==> src/rtl/snd_fill.sv <==
// Sound-sample FIFO producer: walks sound memory from a start to an end word address,
// formats each 32-bit word as stereo {R,L} frames (or two duplicated mono frames) and pushes them.
module snd_fill #(
    parameter int AW = 16
) (
    input  logic          CLK,
    input  logic          RSTN,
    input  logic          START,
    input  logic          STOP,
    input  logic          LOOP,
    input  logic          MONO,
    input  logic [AW-1:0] START_ADDR,
    input  logic [AW-1:0] END_ADDR,
    output logic          MEM_RD,
    output logic [AW-1:0] MEM_ADDR,
    input  logic [31:0]   MEM_RDATA,
    input  logic          FIFO_FULL,
    output logic          FIFO_WR_EN,
    output logic [31:0]   FIFO_DIN,
    output logic          USED,
    output logic          DONE
);

    typedef enum logic [2:0] {
        S_IDLE,
        S_READ,
        S_WAIT,
        S_PUSH0,
        S_PUSH1
    } state_t;

    state_t        r_state;
    state_t        w_next;
    logic [AW-1:0] r_addr;
    logic [AW-1:0] r_start;
    logic [AW-1:0] r_end;
    logic          r_mono;
    logic [31:0]   r_hold;
    logic          r_done;

    logic          w_wr_en;
    logic [31:0]   w_din;
    logic          w_eow;
    logic          w_adv;
    logic          w_load;
    logic          w_bad;
    logic          w_done;

    // NOTE: every signal gets a default before the case so no path leaves one unassigned (no latch).
    always_comb begin
        w_next  = r_state;
        w_wr_en = 1'b0;
        w_din   = '0;
        w_eow   = 1'b0;
        w_done  = 1'b0;
        w_bad   = (END_ADDR < START_ADDR);
        w_load  = START && !STOP;

        case (r_state)
            S_IDLE:  w_next = S_IDLE;
            S_READ:  w_next = S_WAIT;
            S_WAIT:  w_next = S_PUSH0;
            S_PUSH0: begin
                w_din = r_mono ? {r_hold[15:0], r_hold[15:0]} : r_hold;
                if (!FIFO_FULL) begin
                    w_wr_en = 1'b1;
                    if (r_mono) begin
                        w_next = S_PUSH1;
                    end else begin
                        w_eow = 1'b1;
                    end
                end
            end
            S_PUSH1: begin
                w_din = {r_hold[31:16], r_hold[31:16]};
                if (!FIFO_FULL) begin
                    w_wr_en = 1'b1;
                    w_eow   = 1'b1;
                end
            end
            default: w_next = S_IDLE;
        endcase

        // End-of-word decision rides on the cycle of the word's last write.
        if (w_eow) begin
            if ((r_addr != r_end) || LOOP) begin
                w_next = S_READ;
            end else begin
                w_next = S_IDLE;
                w_done = 1'b1;
            end
        end

        // Abort beats restart; both drop any frame still pending.
        if (STOP) begin
            w_next  = S_IDLE;
            w_wr_en = 1'b0;
            w_done  = 1'b0;
        end else if (START) begin
            w_wr_en = 1'b0;
            w_done  = w_bad;
            w_next  = w_bad ? S_IDLE : S_READ;
        end

        w_adv = w_eow && !START && !STOP;
    end

    // NOTE: sequential state uses non-blocking assignments so all registers update from pre-edge values.
    always_ff @(posedge CLK) begin
        if (!RSTN) begin
            r_state <= S_IDLE;
            r_addr  <= '0;
            r_start <= '0;
            r_end   <= '0;
            r_mono  <= 1'b0;
            r_hold  <= '0;
            r_done  <= 1'b0;
        end else begin
            r_state <= w_next;
            r_done  <= w_done;

            if (w_load) begin
                r_start <= START_ADDR;
                r_end   <= END_ADDR;
                r_mono  <= MONO;
                r_addr  <= START_ADDR;
            end else if (w_adv) begin
                // Compare before incrementing, so END = all-ones never wraps the counter.
                r_addr <= (r_addr == r_end) ? r_start : r_addr + AW'(1);
            end

            if (r_state == S_WAIT) begin
                r_hold <= MEM_RDATA;
            end
        end
    end

    assign MEM_RD     = (r_state == S_READ);
    assign MEM_ADDR   = r_addr;
    assign FIFO_WR_EN = w_wr_en;
    assign FIFO_DIN   = w_din;
    assign USED       = (r_state != S_IDLE);
    assign DONE       = r_done;

endmodule

==> config.mk <==
export PLATFORM = sky130hd
export DESIGN_NAME = snd_fill
export DESIGN_NICKNAME = d
export VERILOG_FILES = /design/src/rtl/snd_fill.sv
export SDC_FILE = /design/constraint.sdc
export NUM_CORES = 1
export LEC_CHECK = 0
export CORE_UTILIZATION = 43
export DETAILED_ROUTE_END_ITERATION = 6
export PLACE_DENSITY = 0.73
export REMOVE_ABC_BUFFERS = 1
export SLEW_MARGIN = 20
export SYNTH_ARGS = -nofsm -noshare
export SYNTH_HDL_FRONTEND = slang
export SYNTH_SLANG_ARGS = --single-unit
==> constraint.sdc <==
create_clock -name CLK -period 3.32 [get_ports CLK]
set_clock_uncertainty 0.2 [all_clocks]
set_input_delay 0.664 -clock CLK [delete_from_list [all_inputs] [get_ports CLK]]
set_output_delay 0.664 -clock CLK [all_outputs]
set_load 0.005 [all_outputs]
==> impl_results.md, run 1 <==
* Status: finished, final reports clean
* Post-synth top area cell: dfxtp_1
* Worst-path clk slew at 0.09 ns
* Synth Instances at 552
* Seq/Total Area, Yosys at 0.377
* Max-cap violations at 0
* Core ar. at 10200 um^2
* CTS Sinks at 85
* Cell area after layout at 6030 um^2
* Placed cell area at 5820 um^2
* Num rows at 37
* Global-route wire length before repair at 21400 um
* Worst skew pair latency at 0.36 ns
* Synth area leaders: dfxtp_1 38%, nand2_1 11%, a21oi_1 9.3%
* Synthesized cell area at 4510 um^2
* DR vias/cell at 5.59
* Fin. max-slew vios at 0
* Post-synth ARST share at 0
* Fin. Hold Viols at 0
* Die W at 104 um
* Crit path required time at 2.46 ns
* CTS max path bufs at 2
* Synth top area share at 0.377
* Worst min path class: reg2reg
* Number of nets in the layout at 742
* TNS Setup at 0 ns
* Arrival time of the worst setup path at 2.32 ns
* Post-DP HPWL at 9480 um
* CP Max Fanout at 9
* Ant. Diodes at 0
* Synthesis-to-finish area growth at 33.7%
* EDFF count, synth at 0
* Avg WL per Cell at 16.9 um
* Die area at 10900 um^2
* Antenna violations before repair at 0
* R2R setup slack at 0.85 ns
* Rel. slew slack at 0.540
* DR DRC count at 0
* Worst slew pin tran at 0.690 ns
* Peak VDD IR at 0.238 mV
* DR iter-0 viols at 240
* IO buf count at 122
* Vias post-DR at 4450
* Initial Utilization at 0.441
* WS Path Type: reg2out
* Remaining Overflow, GRT at 0
* CTS tree: done
* Final Util at 0.589
* Vias in the first global route at 4279
* Pin count of the biggest net entering global routing at 36
* Static Leak at 0.00237 uW
* Synthesis warning total at 0
* Routed WL at 13500 um
* Achievable Freq at 0.314 GHz
* Top Ports at 123
* Critical Path End Type: primary output
* Min Tclk post-route at 3.19 ns
* P per Cell Area at 365 nW/um^2
* Post-CTS Hold Buffers at 0
* Final GP Congestion at 0.868
* H-tree levels at 3
* Die Height at 104 um
* CTS resizes at 2
* DRT Pass-1 Iters at 4
* Unrepaired setup endpoints after global routing: false
* Total CTS buffers at 9
* Syn Area/Cell at 8.17 um^2
* FF+latch count, synth at 85
* Distinct cells, synth at 46
* Post-CTS Setup Repair Bufs at 0
* Root buf cell: clkbuf_8
* Setup Viol. Count Final at 0
* Crit share post-route at 0.960
* Most used flip-flop cell after synthesis: dfxtp_1
* Final ANT Viol Nets at 0
* Layout cells sized above 1 at 0.0773
* GR Util All Layers at 0.247
* Worst Setup Start Kind: flop
## cells in the mapped netlist (2+ instances only)
cell	number
nor2_1	8
nor4_2	3
buf_2	11
dfxtp_1	85
nor3_1	3
and2_1	2
clkbuf_8	2
buf_6	3
nand3_1	5
ha_1	16
a31oi_1	2
a21o_1	4
nand2_1	137
nor4_1	5
xnor2_1	10
nand2b_1	2
xor2_1	17
mux2i_1	17
inv_1	21
clkbuf_1	28
o22ai_1	2
o221ai_1	14
a21oi_1	84
or3_1	2
nor3b_1	2
nand4_1	12
a21boi_0	2
o21ai_0	2
and4_1	3
a22o_1	32
## per-layer routing
metal	GRT usage	vias to the layer above	part of all wire
li1	-	2128	-
met1	0.299	2105	0.41
met2	0.416	197	0.48
met3	0.0652	20	0.087
met4	0.0980	0	0.022
met5	0	-	0
## path summary, 6_finish.rpt
path / cells after the start / start / endpoint
worst max register to register: 6 / r_state[1] / MEM_ADDR[12]
worst max-delay path: 5 / r_state[1] / FIFO_DIN[24]
worst min-delay path: 2 / r_start[2] / r_start[2]
worst min register to register: 2 / r_start[2] / r_start[2]
## critical path, stage by stage (launching register included)
cell and delay (ns):
dfxtp_1 0.48, and3b_2 0.36, and2_2 0.28, buf_4 0.18, a22o_1 0.17, clkdlybuf4s50_1 0.51
## final cells by class
| type | instances | area [um^2] |
|---|---|---|
| multi-input combinational | 401 | 2520 |
| sequential | 85 | 1700 |
| inverter | 21 | 78.8 |
| tap | 136 | 170 |
| timing repair buffer | 137 | 1360 |
| clock buffer | 9 | 124 |
| clock inverter | 7 | 78.8 |
| fill | 928 | 4200 |
## state kept, by name, summed over array words and instances (netlist names)
name	flops
MEM_ADDR	16
r_mono	1
r_hold	32
r_start	16
DONE	1
r_state	3
r_end	16
## cell families after synthesis
| logic type | share of synthesized area |
|---|---|
| flip-flops | 0.377 |
| adder cells (fa/ha/maj) | 0.0444 |
| AND/OR/NAND/NOR | 0.207 |
| AO/OA/AOI/OAI | 0.208 |
| buffers and inverters | 0.0674 |
| XOR/XNOR | 0.0560 |
| multiplexers | 0.0402 |
## per-stage QoR
step / std cells / worst slack (ns) / power, uW / hold slack, ns
after floorplan: 507 / 0.474 / 1260 / 0.236
after global placement: 780 / 0.317 / 1440 / 0.241
after detailed placement: 780 / 0.255 / 1450 / 0.248
after CTS: 796 / 0.0407 / 2210 / 0.261
after global routing: 796 / 0.00551 / 2290 / 0.281
final: 796 / 0.133 / 2200 / 0.258
## power breakdown
group	switching [uW]	total, uW	internal, uW
registers	45.1	1100	1050
logic	152	332	179
clock network	412	771	359
total	609	2200	1590
## placed cells by master, fill, tap and decap left out, types with 10 or more instances in the layout
cell type        synthesis  final
clkdlybuf4s50_1          0    122
o221ai_1                14     14
nand4_1                 12     12
ha_1                    16     16
buf_4                    0     13
inv_1                   21     20
a22o_1                  32     32
mux2i_1                 17     17
xnor2_1                 10     10
a21oi_1                 84     84
xor2_1                  17     17
nand2_1                137    137
dfxtp_1                 85     84
No activity file was read; power rests on OpenSTA's default activity.
==> inputs of run 2 (changes only) <==
--- a/config.mk
+++ b/config.mk
@@ -6,6 +6,7 @@
 export NUM_CORES = 1
 export LEC_CHECK = 0
 export CORE_UTILIZATION = 43
+export CTS_CLUSTER_SIZE = 30
 export DETAILED_ROUTE_END_ITERATION = 6
 export PLACE_DENSITY = 0.73
 export REMOVE_ABC_BUFFERS = 1
==> results of run 2 <==
Final layout, timing and power as in run 1 (identical DEF).
==> inputs of run 3 (changes only) <==
--- a/config.mk
+++ b/config.mk
@@ -5,11 +5,13 @@
 export SDC_FILE = /design/constraint.sdc
 export NUM_CORES = 1
 export LEC_CHECK = 0
+export ABC_AREA = 1
 export CORE_UTILIZATION = 43
 export CTS_CLUSTER_SIZE = 30
 export DETAILED_ROUTE_END_ITERATION = 6
-export PLACE_DENSITY = 0.73
+export PLACE_DENSITY = 0.72
 export REMOVE_ABC_BUFFERS = 1
+export SKIP_LAST_GASP = 1
 export SLEW_MARGIN = 20
 export SYNTH_ARGS = -nofsm -noshare
 export SYNTH_HDL_FRONTEND = slang
==> run 3 against run 2 <==
  * Global-route usage down 1.5 points
  * Critical path depth unchanged
  * Setup slack better by 0.15 ns
  * Final area up 5.1%
  * Clock-buffer cell count up 1
  * Sequential share of layout area down 1.4 points
  * Via count up 10%
==> impl_results.md, run 3 <==
* Ant. Diodes at 0 (unchanged)
* CTS tree: done
* Min Tclk post-route at 3.04 ns (-0.151 ns)
* Top Ports at 123 (unchanged)
* Final hold slack at 0.270 ns (+0.0121 ns)
* Max FFs per register at 32 (unchanged)
* Total CTS buffers at 9 (unchanged)
* Arrival time of the worst setup path at 2.17 ns (-0.15 ns)
* Crit share post-route at 0.914 (-0.0456)
* Final ANT Viol Nets at 0 (unchanged)
* FF-to-FF End: MEM_ADDR[10]
* Die Height at 108 um (+3.5%)
* Antenna violations before repair at 0 (unchanged)
* EDFF count, synth at 0 (unchanged)
* Post-synth top cells: 101 x o21ai_0, 93 x nor2_1, 86 x inv_1, 85 x dfxtp_1, 70 x a21oi_1
* Top reg by flops: r_hold
* Global-route wire length before repair at 21500 um (+0.45%)
* CTS Sinks at 85 (unchanged)
* Most used flip-flop cell after synthesis: dfxtp_1
* H-tree levels at 3 (unchanged)
* Synthesis-to-finish area growth at 30.9%
* Total power at 2260 uW (+2.5%)
* Worst setup path end: FIFO_WR_EN
* Routed WL at 13300 um (-1.5%)
* Achievable Freq at 0.329 GHz (+5.0%)
* Post-synth ARST share at 0 (unchanged)
* Distinct cells, synth at 31 (-33%)
* Pin count of the biggest net entering global routing at 67 (+86%)
* Final Util at 0.582 (-0.00729)
* Worst slew pin tran at 1.00 ns (+0.311 ns)
* IO buf count at 122 (unchanged)
* Setup crit start: r_state[1]
* Post-DP HPWL at 9190 um (-3.1%)
* Initial Utilization at 0.444 (+0.00362)
* Critical Path End Type: primary output
* GR Util All Layers at 0.232 (-0.0155)
* Static Leak at 0.00255 uW (+7.5%)
* Final GP Congestion at 0.835 (-3.9%)
* Peak VDD IR at 0.208 mV (-13%)
* Root buf cell: clkbuf_8
* Post-synth top area cell: dfxtp_1
* Syn Area/Cell at 6.97 um^2 (-15%)
* Vias in the first global route at 4741 (+11%)
* Layout cells sized above 1 at 0.0861 (+0.00887)
* FF+latch count, synth at 85 (unchanged)
* TNS Setup at 0 ns (unchanged)
* DRT Pass-1 Iters at 5 (+1)
* Synthesized cell area at 4840 um^2 (+7.3%)
* Synth Instances at 694 (+26%)
* DR iter-0 viols at 409 (+70%)
* Crit path required time at 2.46 ns (about the same)
* Worst-path clk slew at 0.09 ns (about the same)
* Fin. Hold Viols at 0 (unchanged)
* Unrepaired setup endpoints after global routing: false
* Most common cell after layout, fill and taps aside: clkdlybuf4s50_1
* Synth top area share at 0.352 (-0.0257)
* Reg2Reg Launch Point: r_state[1]
* DR DRC count at 0 (unchanged)
* Fin. max-slew vios at 0 (unchanged)
* WS Path Type: reg2out
* R2r worst-path depth at 11 (+5)
* Setup Viol. Count Final at 0 (unchanged)
* Most frequent cells in the layout: 121 x clkdlybuf4s50_1, 101 x o21ai_0, 92 x nor2_1
* Hold Startpoint: r_end[12]
* Non-Filler Instances at 941 (+18%)
* Rel. slew slack at 0.330 (-0.210)
* Synth area leaders: dfxtp_1 35%, o21ai_0 10%, a21oi_1 7.2%
* Core ar. at 10900 um^2 (+6.4%)
* Max-cap violations at 0 (unchanged)
* R2R setup slack at 1.18 ns (+0.33 ns)
* Worst min path class: reg2reg
* Avg WL per Cell at 14.1 um (-17%)
* Remaining Overflow, GRT at 0 (unchanged)
* CTS max path bufs at 2 (unchanged)
* Worst skew pair latency at 0.37 ns (about the same)
* Seq/Total Area, Yosys at 0.352 (-0.0257)
* Num rows at 38 (+2.7%)
* Number of nets in the layout at 883 (+19%)
* Synthesis warning total at 0 (unchanged)
* Status: finished, final reports clean
* Top-count cell post-synth: o21ai_0
* Die area at 11700 um^2 (+7.2%)
* P per Cell Area at 356 nW/um^2 (-2.5%)
* Die W at 108 um (+3.5%)
* DR vias/cell at 5.20 (-6.9%)
* Vias post-DR at 4897 (+10%)
* Placed cells at 925 (+19%)
* Worst Setup Start Kind: flop
* CP Max Fanout at 34 (+25)
-- run 3: kinds of logic (layout without fill, tap and decap cells) --
group           after synthesis  in the layout  share of synthesized area
compound gates              216            216                      0.244
xor+xnor                     26             26                     0.0471
fa+ha+maj                    16             16                     0.0414
buf+inv                     130            237                      0.104
flops                        85             85                      0.352
simple gates                221            221                      0.211
-- run 3: what timing repair did --
action / CTS / global route
buffers inserted: 0 / 0
setup endpoints to repair: 0 / 8
hold buffers: 0 / 0
gates resized for setup: 0 / 4
endpoints found under the hold margin: 0 / 0
-- run 3: layout make-up --
cell class,count,area (um^2)
inverter,92,348
sequential,85,1700
timing repair buffer,129,1280
multi-input combinational,479,2640
clock buffer,10,128
clock inverter,6,63.8
tap,140,175
fill,1037,4550
-- run 3: routing by layer --
metal | GRT usage | up-vias | routed length (um)
met2 | 0.400 | 160 | 6140
met1 | 0.285 | 2246 | 6070
met3 | 0.0536 | 11 | 911
met5 | 0 | - | 0
li1 | - | 2480 | -
met4 | 0.0695 | 0 | 149
-- run 3: worst min path at each step --
| stage | depth (start not counted) | slack (ns) | endpoint |
|---|---|---|---|
| 2_1_floorplan | 2 | 0.24 | r_start[0] |
| 3_5_place_dp | 2 | 0.26 | r_end[12] |
| 5_1_grt | 2 | 0.31 | r_end[12] |
| 6_report | 2 | 0.27 | r_end[12] |
| 3_3_place_gp | 2 | 0.25 | r_start[0] |
| 4_1_cts | 2 | 0.27 | r_end[12] |
-- run 3: critical path: stages (launching register included) --
cell and delay, ns:
dfxtp_1 0.40, nand2_1 0.09, nor2_2 0.18, inv_4 0.18, a2111oi_1 0.39, clkdlybuf4s50_1 0.57
-- run 3: where the power goes --
part / switching (uW) / internal [uW]
Clock: 393 / 347
Sequential: 38.9 / 1060
Combinational: 223 / 195
Total: 654 / 1600
-- run 3: metrics by stage --
stage	cell area (um^2)	worst slack, ns
after floorplan	4680	0.488
after global placement	6140	0.437
after detailed placement	6140	0.407
after CTS	6330	0.0754
after global routing	6340	0.0707
final	6340	0.284
